File: src/rtl/sisc_pkg.sv
// Shared definitions for the SISC fetch path: state encoding, PC/IR widths,
// instruction field positions and the prefetch buffer entry layout.
package sisc_pkg;

    localparam int unsigned PC_W    = 16;
    localparam int unsigned IR_W    = 32;
    localparam int unsigned FLD_W   = 4;
    localparam int unsigned OPC_MSB = 31;
    localparam int unsigned OPC_LSB = 28;
    localparam int unsigned MM_MSB  = 27;
    localparam int unsigned MM_LSB  = 24;

    typedef enum logic [1:0] {
        IDLE  = 2'd0,
        WAIT  = 2'd1,
        DRAIN = 2'd2
    } fetch_state_e;

    typedef struct packed {
        logic            valid;
        logic [PC_W-1:0] tag;
        logic [IR_W-1:0] data;
    } pbuf_entry_t;

    // Absolute target is the immediate itself; relative wraps modulo 2^16.
    function automatic logic [PC_W-1:0] br_target(
        input logic [PC_W-1:0] pc,
        input logic [PC_W-1:0] imm,
        input logic            abs_sel
    );
        return abs_sel ? imm : PC_W'(pc + imm);
    endfunction

endpackage

File: src/rtl/fetch_pbuf.sv
// One-entry instruction prefetch buffer (data, tag, valid); only built when
// FETCH_PREFETCH_EN is defined.
module fetch_pbuf
    import sisc_pkg::*;
(
    input  logic            clk,
    input  logic            rst_f,
    input  logic            fill,
    input  logic            inval,
    input  logic [PC_W-1:0] fill_tag,
    input  logic [IR_W-1:0] fill_data,
    output logic            valid,
    output logic [PC_W-1:0] tag,
    output logic [IR_W-1:0] data
);

    pbuf_entry_t entry_q;

    // Invalidation wins so a redirect in the same cycle never leaves stale data.
    always_ff @(posedge clk) begin
        if (!rst_f) begin
            entry_q <= '0;
        end else if (inval) begin
            entry_q.valid <= 1'b0;
        end else if (fill) begin
            entry_q <= '{valid: 1'b1, tag: fill_tag, data: fill_data};
        end
    end

    assign valid = entry_q.valid;
    assign tag   = entry_q.tag;
    assign data  = entry_q.data;

endmodule

File: src/rtl/fetch_unit.sv
// Instruction fetch unit: PC sequencing, branch update and IR load over a
// single-beat ack memory port. Define FETCH_PREFETCH_EN for the prefetch buffer.
module fetch_unit
    import sisc_pkg::*;
(
    input  logic             clk,
    input  logic             rst_f,
    input  logic             pc_sel,
    input  logic             pc_write,
    input  logic             pc_rst,
    input  logic             ir_load,
    input  logic             br_sel,
    output logic             imem_req,
    output logic [PC_W-1:0]  imem_addr,
    input  logic [IR_W-1:0]  imem_rdata,
    input  logic             imem_ack,
    output logic [PC_W-1:0]  pc_out,
    output logic [IR_W-1:0]  ir_out,
    output logic [FLD_W-1:0] opcode,
    output logic [FLD_W-1:0] mm,
    output logic             stall
);

    fetch_state_e    state_q, state_d;
    logic [PC_W-1:0] pc_q, pc_d, pc_inc, br_pc;
    logic [IR_W-1:0] ir_q, ir_d;
    logic            pend_q, pend_d, load;

`ifdef FETCH_PREFETCH_EN
    logic            pf_q, pf_d;
    logic [PC_W-1:0] ptag_q, ptag_d;
    logic            pb_fill, pb_inval, pb_valid, pb_hit;
    logic [PC_W-1:0] pb_tag;
    logic [IR_W-1:0] pb_data;

    fetch_pbuf u_pbuf (
        .clk       (clk),
        .rst_f     (rst_f),
        .fill      (pb_fill),
        .inval     (pb_inval),
        .fill_tag  (imem_addr),
        .fill_data (imem_rdata),
        .valid     (pb_valid),
        .tag       (pb_tag),
        .data      (pb_data)
    );

    assign pb_hit = pb_valid && (pb_tag == pc_q);
`endif

    assign pc_inc = PC_W'(pc_q + 16'd1);
    assign br_pc  = pc_sel ? br_target(pc_q, ir_q[PC_W-1:0], br_sel) : pc_inc;
    // A fetch held over from DRAIN is treated as if ir_load were still asserted.
    assign load   = ir_load | pend_q;

    always_comb begin
        state_d   = state_q;
        pc_d      = pc_q;
        ir_d      = ir_q;
        pend_d    = pend_q;
        imem_req  = 1'b0;
        imem_addr = pc_q;
        stall     = 1'b0;
`ifdef FETCH_PREFETCH_EN
        pf_d      = pf_q;
        ptag_d    = ptag_q;
        pb_fill   = 1'b0;
        pb_inval  = pc_rst;
`endif
        unique case (state_q)
            IDLE: begin
                if (pc_rst) begin
                    pc_d   = '0;
                    pend_d = load;
                    stall  = load;
                end else if (load) begin
                    pend_d = 1'b0;
`ifdef FETCH_PREFETCH_EN
                    if (pb_hit) begin
                        ir_d     = pb_data;
                        pc_d     = pc_inc;
                        pb_inval = 1'b1;
                    end else begin
                        imem_req = 1'b1;
                        ptag_d   = pc_q;
                        if (imem_ack) begin
                            ir_d = imem_rdata;
                            pc_d = pc_inc;
                        end else begin
                            stall   = 1'b1;
                            state_d = WAIT;
                        end
                    end
`else
                    imem_req = 1'b1;
                    if (imem_ack) begin
                        ir_d = imem_rdata;
                        pc_d = pc_inc;
                    end else begin
                        stall   = 1'b1;
                        state_d = WAIT;
                    end
`endif
                end else if (pc_write) begin
                    pc_d = br_pc;
`ifdef FETCH_PREFETCH_EN
                    pb_inval = pc_sel;
                end else if (!pb_hit) begin
                    imem_req = 1'b1;
                    if (imem_ack) begin
                        pb_fill = 1'b1;
                    end else begin
                        pf_d    = 1'b1;
                        ptag_d  = pc_q;
                        state_d = WAIT;
                    end
`endif
                end
            end

            WAIT: begin
                imem_req = 1'b1;
`ifdef FETCH_PREFETCH_EN
                imem_addr = ptag_q;
                // Outstanding prefetch: the unit still accepts PC updates meanwhile.
                if (pf_q) begin
                    if (pc_rst) begin
                        pc_d   = '0;
                        pend_d = load;
                        stall  = load;
                        if (imem_ack || (ptag_q != '0)) begin
                            pf_d    = 1'b0;
                            state_d = imem_ack ? IDLE : DRAIN;
                        end
                    end else if (load) begin
                        pend_d = 1'b0;
                        pf_d   = 1'b0;
                        if (imem_ack) begin
                            ir_d    = imem_rdata;
                            pc_d    = pc_inc;
                            state_d = IDLE;
                        end else begin
                            stall = 1'b1;
                        end
                    end else if (pc_write) begin
                        pc_d = br_pc;
                        if (imem_ack || (br_pc != ptag_q)) begin
                            pf_d    = 1'b0;
                            state_d = imem_ack ? IDLE : DRAIN;
                        end
                    end else if (imem_ack) begin
                        pb_fill = 1'b1;
                        pf_d    = 1'b0;
                        state_d = IDLE;
                    end
                end else
`endif
                if (pc_rst) begin
                    pc_d    = '0;
                    stall   = 1'b1;
                    state_d = imem_ack ? IDLE : DRAIN;
                end else if (imem_ack) begin
                    ir_d    = imem_rdata;
                    pc_d    = pc_inc;
                    state_d = IDLE;
                end else begin
                    stall = 1'b1;
                end
            end

            DRAIN: begin
                stall  = load;
                pend_d = load;
                if (pc_rst) begin
                    pc_d = '0;
                end
                if (imem_ack) begin
                    state_d = IDLE;
                end
            end

            default: begin
                state_d = IDLE;
            end
        endcase

        if (!rst_f) begin
            imem_req = 1'b0;
            stall    = 1'b0;
        end
    end

    always_ff @(posedge clk) begin
        if (!rst_f) begin
            state_q <= IDLE;
            pc_q    <= '0;
            ir_q    <= '0;
            pend_q  <= 1'b0;
`ifdef FETCH_PREFETCH_EN
            pf_q    <= 1'b0;
            ptag_q  <= '0;
`endif
        end else begin
            state_q <= state_d;
            pc_q    <= pc_d;
            ir_q    <= ir_d;
            pend_q  <= pend_d;
`ifdef FETCH_PREFETCH_EN
            pf_q    <= pf_d;
            ptag_q  <= ptag_d;
`endif
        end
    end

    assign pc_out = pc_q;
    assign ir_out = ir_q;
    assign opcode = ir_q[OPC_MSB:OPC_LSB];
    assign mm     = ir_q[MM_MSB:MM_LSB];

endmodule
File: config.mk
export PLATFORM = sky130hd
export DESIGN_NAME = fetch_unit
export DESIGN_NICKNAME = d
export VERILOG_FILES = /design/src/rtl/sisc_pkg.sv /design/src/rtl/fetch_pbuf.sv /design/src/rtl/fetch_unit.sv
export SDC_FILE = /design/constraint.sdc
export NUM_CORES = 1
export LEC_CHECK = 0
export CAP_MARGIN = 15
export CORE_MARGIN = 5
export CORE_UTILIZATION = 44
export DETAILED_ROUTE_END_ITERATION = 10
export GPL_ROUTABILITY_DRIVEN = 0
export PLACE_DENSITY = 0.81
export SYNTH_ARGS = -nofsm -noshare
export SYNTH_HDL_FRONTEND = slang
export SYNTH_SLANG_ARGS = --single-unit
File: constraint.sdc
create_clock -name clk -period 2.35 [get_ports clk]
set_clock_uncertainty 0.05 [all_clocks]
set_input_delay 0.47 -clock clk [delete_from_list [all_inputs] [get_ports clk]]
set_output_delay 0.47 -clock clk [all_outputs]
set_load 0.01 [all_outputs]
-- Word level (Yosys, flattened, before mapping)
Index checks and enable logic that the tools add are counted.
- flip-flop bits (word level): 51
- input bits: 40
- output and inout port bits: 74
- logic and storage cells: 58
- add/subtract/negate cells: 2
- equality and inequality tests: 9
- mux-type cells: 34
- bitwise logic cells: 1
- reduce and logical (&&, ||, !) cells: 8
- operators with widths (kind ; count):
    16-bit two-way mux ; 8
    32-bit two-way mux ; 4
    32-bit one-hot mux with 2 select lines ; 1
    16-bit one-hot mux with 3 select lines ; 1
    16-bit by 1-bit adder with 16-bit output, second input constant ; 1
    16-bit adder ; 1
    2-bit two-way mux ; 6
    1-bit two-way mux ; 10
    2-bit inequality test, second input constant ; 5
    2-bit one-hot mux with 3 select lines ; 1
    3-bit AND reduction ; 2
    4-bit inequality test, second input constant ; 1
    1-bit one-hot mux with 2 select lines ; 2
    4-bit AND reduction ; 1
    2-bit nonzero test ; 2
    3-bit inequality test, second input constant ; 1
    1-bit one-hot mux with 3 select lines ; 1
    3-bit nonzero test ; 1
    2-bit by 1-bit == test with 1-bit output, second input constant ; 1
    2-bit == test, second input constant ; 1
    2-bit logical NOT ; 1
    2-bit AND reduction ; 1
    1-bit bitwise OR ; 1

-- Longest topological paths before layout
Gate-level depths: netlist (run 1).
- depth in word-level cells: 7
- gate-level depth with buffers: 11
- gate-level depth less buffers: 10

-- Least setup slack after synthesis (run 1)
No wires, ideal clock.
- path type: reg2reg
- start: reg pc_q[1] (netlist: imem_addr[1])
- end: reg pc_q[14] (netlist: imem_addr[14])
- library setup time: 0.117 ns
- arrival: 2.267 ns
- data required time: 2.183 ns
- slack: -0.084 ns
- cell stages (with the launch flop): 10
- buffers on the path: 0
- period minus slack after synthesis: 2.434 ns
- cell sequence: dfxtp_1 inv_1 fa_1 nand2b_1 a21oi_1 o211ai_1 a31oi_1 a31o_2 nand4_1 a32o_1
- cells in the longest elaborated chain, start to end: 7
- elaborated cells on any way between the ends: 10
- classes of those cells: 2 x add/sub; 8 x mux
- ends and longest elaborated chain (element ; line ; text):
    from (decl) ; fetch_unit.sv:25 ; logic [PC_W-1:0] pc_q, pc_d, pc_inc, br_pc;
    from (signal assigned) ; fetch_unit.sv:205 ; pc_q <= pc_d;
    16-bit adder ; sisc_pkg.sv:31 ; return abs_sel ? imm : PC_W'(pc + imm);
    16-bit two-way mux ; sisc_pkg.sv:31 ;
    16-bit two-way mux ; fetch_unit.sv:52 ; assign br_pc = pc_sel ? br_target(pc_q, ir_q[PC_W-1:0], br_sel) : pc_inc;
    16-bit two-way mux ; fetch_unit.sv:104 ; end else if (pc_write) begin
    16-bit two-way mux ; fetch_unit.sv:76 ; end else if (load) begin
    16-bit two-way mux ; fetch_unit.sv:72 ; if (pc_rst) begin
    16-bit one-hot mux with 3 select lines * ; fetch_unit.sv:70 ; unique case (state_q)
Mark *: on every way between the ends. The rest lies on a longest branch, timed or not. The select of a mux whose other input is x is not followed.
A chain may end at the register's enable or synchronous reset.

-- Worst setup path after layout (run 1)
- start: reg ir_q[0] (netlist: ir_out[0])
- end: reg pc_q[12] (netlist: imem_addr[12])
- cells in the longest elaborated chain, start to end: 7
- ends and longest elaborated chain (element ; line ; text):
    from (decl) ; fetch_unit.sv:26 ; logic [IR_W-1:0] ir_q, ir_d;
    from (signal assigned) ; fetch_unit.sv:206 ; ir_q <= ir_d;
    16-bit adder ; sisc_pkg.sv:31 ;
    16-bit two-way mux ; sisc_pkg.sv:31 ;
    16-bit two-way mux ; fetch_unit.sv:52 ;
    16-bit two-way mux ; fetch_unit.sv:104 ;
    16-bit two-way mux ; fetch_unit.sv:76 ;
    16-bit two-way mux ; fetch_unit.sv:72 ;
    16-bit one-hot mux with 3 select lines ; fetch_unit.sv:70 ;
Every way passes these cells. The select of a mux whose other input is x is not followed.

==> run metrics, run 1 <==
outcome=finished clean; Netlist cell types=61; Max Cap Violations=0; die boundary width=106 um; R2R Setup Slk=0.03 ns; Max Root-Sink Buffers=2; Hold Crit Endpoint=ir_out[22]$_SDFFE_PN0P_; vias in the first global route=4812; worst r2r path cells=10; Crit path required time=2.50 ns; PwrDens=371 nW/um^2; H-tree levels=2; beginning of the worst register-to-register path=ir_out[0]$_SDFFE_PN0P_; initial antenna violation count=0; share of flip-flops with an asynchronous set or reset=0; dpl hpwl=10.9 mm; critical path startpoint category=register; class of the worst hold path=register to register; global-route wire length before repair=23.1 mm; sequential fraction of the synthesis area=0.250; Layout area overhead=46.7%; Clock transition at path regs=0.11 ns; largest cells by area after synthesis=dfxtp_1 (25%), nand2_1 (9.8%), a21oi_1 (8.5%); Final Max Tran Viols=0; pin count of the biggest net entering global routing=33; syn_area_per_cell=7.13 um^2; io pins=between 100 and 150; starting density of the core=0.446; pre-CTS WS=-0.212 ns; P_leak=between 2 and 2.5 nW; ys flop type=dfxtp_1; drt pass-1 iters=5; RSZ-0062 raised after global routing=yes; # port buffers=113; Synth Warn #=0; Routed WL per cell=17.6 um; fraction of layout cells with a size suffix above 1=0.190; Synth top area share=0.250; Yosys top cell by area=dfxtp_1; CTS tree=built; setup TNS=0 ns; worst setup path category=register to register; # rows=35; Synthesized Nets=around 630; post-layout util=0.654; clock sinks=51; Routed WL=about 15 mm; hold path startpoint=ir_out[22]$_SDFFE_PN0P_; Worst Path Max Fanout=3; Post-layout nets=between 700 and 800; GRT Total Usage=0.248; Core ar.=9150 um^2; Post-Syn Area=4080 um^2; commonest non-fill, non-tap cell in the layout=clkdlybuf4s50_1; Via density=~6; Final WS setup=0.0268 ns; number of flops mapped to enable cells by yosys=0; root buffer cell=clkbuf_8; Yosys reg bits=51; number of diodes=0; total power=around 2.2 mW; most frequent cells in the layout=clkdlybuf4s50_1 (109), nand2_1 (107), buf_4 (92), a21oi_1 (66), dfxtp_1 (47); number of CTS-inserted buffers=5; Worst EP arrival=2.47 ns; Remaining Overflow, GRT=0; FF-to-FF End=imem_addr[12]$_SDFFE_PN0P_; Clock Latency Late Sink=0.32 ns; die footprint=11300 um^2; slew of the pin with the lowest slew margin=between 0.4 and 0.5 ns; Mapped Cells=572; Worst Setup SP=ir_out[0]$_SDFFE_PN0P_; Max Freq=approximately 0.43 GHz; Worst Setup End Kind=register; Final min period=between 2 and 2.5 ns; Die H=between 100 and 150 um; setup violators final=0; final worst-path cycle share=0.989; Final Hold Vio Count=0; DRT iter0 DRCs=490; vias=4999; hold path cells=2; antenna-violating nets left=0; Worst IR Drop VDD=0.000267 V; DR DRC count=0; Worst slew margin=0.695
Yosys cell counts (4+ instances only):
cell and count:
o22ai_1 5, mux2i_1 4, ha_1 20, dfxtp_1 51, nor2_1 39, a21oi_1 69, nand2b_1 7, o21ai_0 27
o221ai_1 4, nor2b_1 4, o211ai_1 7, nand3_1 13, a31oi_1 7, nand2_1 107, inv_1 15, buf_2 8
buf_4 24, clkbuf_1 26, nand4_1 7, o31ai_1 6, a22oi_1 4, xnor2_1 15, a21o_1 9, and3_1 5
xor2_1 14, a211oi_1 5, nor3_1 14
power by group:
group / leakage (nW) / total [mW] / internal, mW / switching, mW
Sequential: 0.417 / 0.936 / 0.902 / 0.0337
Combinational: 1.90 / 0.715 / 0.353 / 0.362
Clock: 0.0502 / 0.569 / 0.222 / 0.347
Total: 2.37 / 2.22 / 1.48 / 0.743
metal layers:
layer,up-vias,share of wire,GRT usage
met2,300,0.46,0.410
met4,0,0.057,0.133
li1,2302,-,-
met1,2323,0.38,0.300
met3,74,0.096,0.0540
met5,-,0,0
state kept, by name (all words and copies together), names as in the netlist:
register and cells:
pend_q 1, ir_out 32, state_q 2, imem_addr 16
area by class of cell:
| class | count | area [um^2] |
|---|---|---|
| Sequential cell | 51 | 1030 |
| Clock buffer | 5 | 68.8 |
| Inverter | 16 | 60.1 |
| Timing Repair Buffer | 207 | 1860 |
| Fill cell | 751 | 3170 |
| Clock inverter | 3 | 28.8 |
| Tap cell | 111 | 139 |
| Multi-Input combinational cell | 443 | 2800 |
per-stage QoR:
step                instances  hold WS, ns  cell area, um^2
global placement          820        0.392             5700
finish                    836        0.414             5980
detailed placement        820        0.401             5700
CTS                       830        0.417             5860
floorplan                 572        0.399             4080
global route              836        0.434             5980
worst max path at each step:
stage	cells past startpoint	to	slack [ns]
2_1_floorplan	10	imem_addr[12]$_SDFFE_PN0P_	0.04
3_3_place_gp	9	imem_addr[13]$_SDFFE_PN0P_	-0.20
3_5_place_dp	8	imem_addr[13]$_SDFFE_PN0P_	-0.21
4_1_cts	10	imem_addr[14]$_SDFFE_PN0P_	-0.01
5_1_grt	10	imem_addr[12]$_SDFFE_PN0P_	-0.09
6_report	10	imem_addr[12]$_SDFFE_PN0P_	0.03
worst max-delay path, stage by stage (launching register included):
cell	delay (ns)
dfxtp_2	0.37
ha_4	0.15
inv_2	0.04
fa_2	0.36
nand2b_4	0.17
a21oi_4	0.13
o211ai_1	0.17
o21ai_1	0.23
mux2_4	0.33
o21ai_2	0.12
a21oi_1	0.08
cells by family (layout without fill, tap and decap cells):
group	after synthesis	after routing	synth area share
mux	7	7	0.0181
simple gates	216	216	0.245
compound gates	170	170	0.261
fa+ha+maj	21	21	0.0662
flops	51	51	0.250
xor+xnor	29	29	0.0623
buf+inv	78	231	0.0972
timing repair:
item	CTS	global route
hold buffers	0	0
pin swaps	6	20
gates cloned	0	0
endpoints found under the setup margin	9	11
gates resized for setup	16	16
hold endpoints to repair	0	0
setup buffers	2	6
(Power assumes the default switching activity.)
==> inputs of run 2 (changes only) <==
--- a/config.mk
+++ b/config.mk
@@ -8,6 +8,7 @@
 export CAP_MARGIN = 15
 export CORE_MARGIN = 5
 export CORE_UTILIZATION = 44
+export CTS_CLUSTER_SIZE = 14
 export DETAILED_ROUTE_END_ITERATION = 10
 export GPL_ROUTABILITY_DRIVEN = 0
 export PLACE_DENSITY = 0.81
==> results of run 2 <==
Final layout, timing and power as in run 1 (identical DEF).
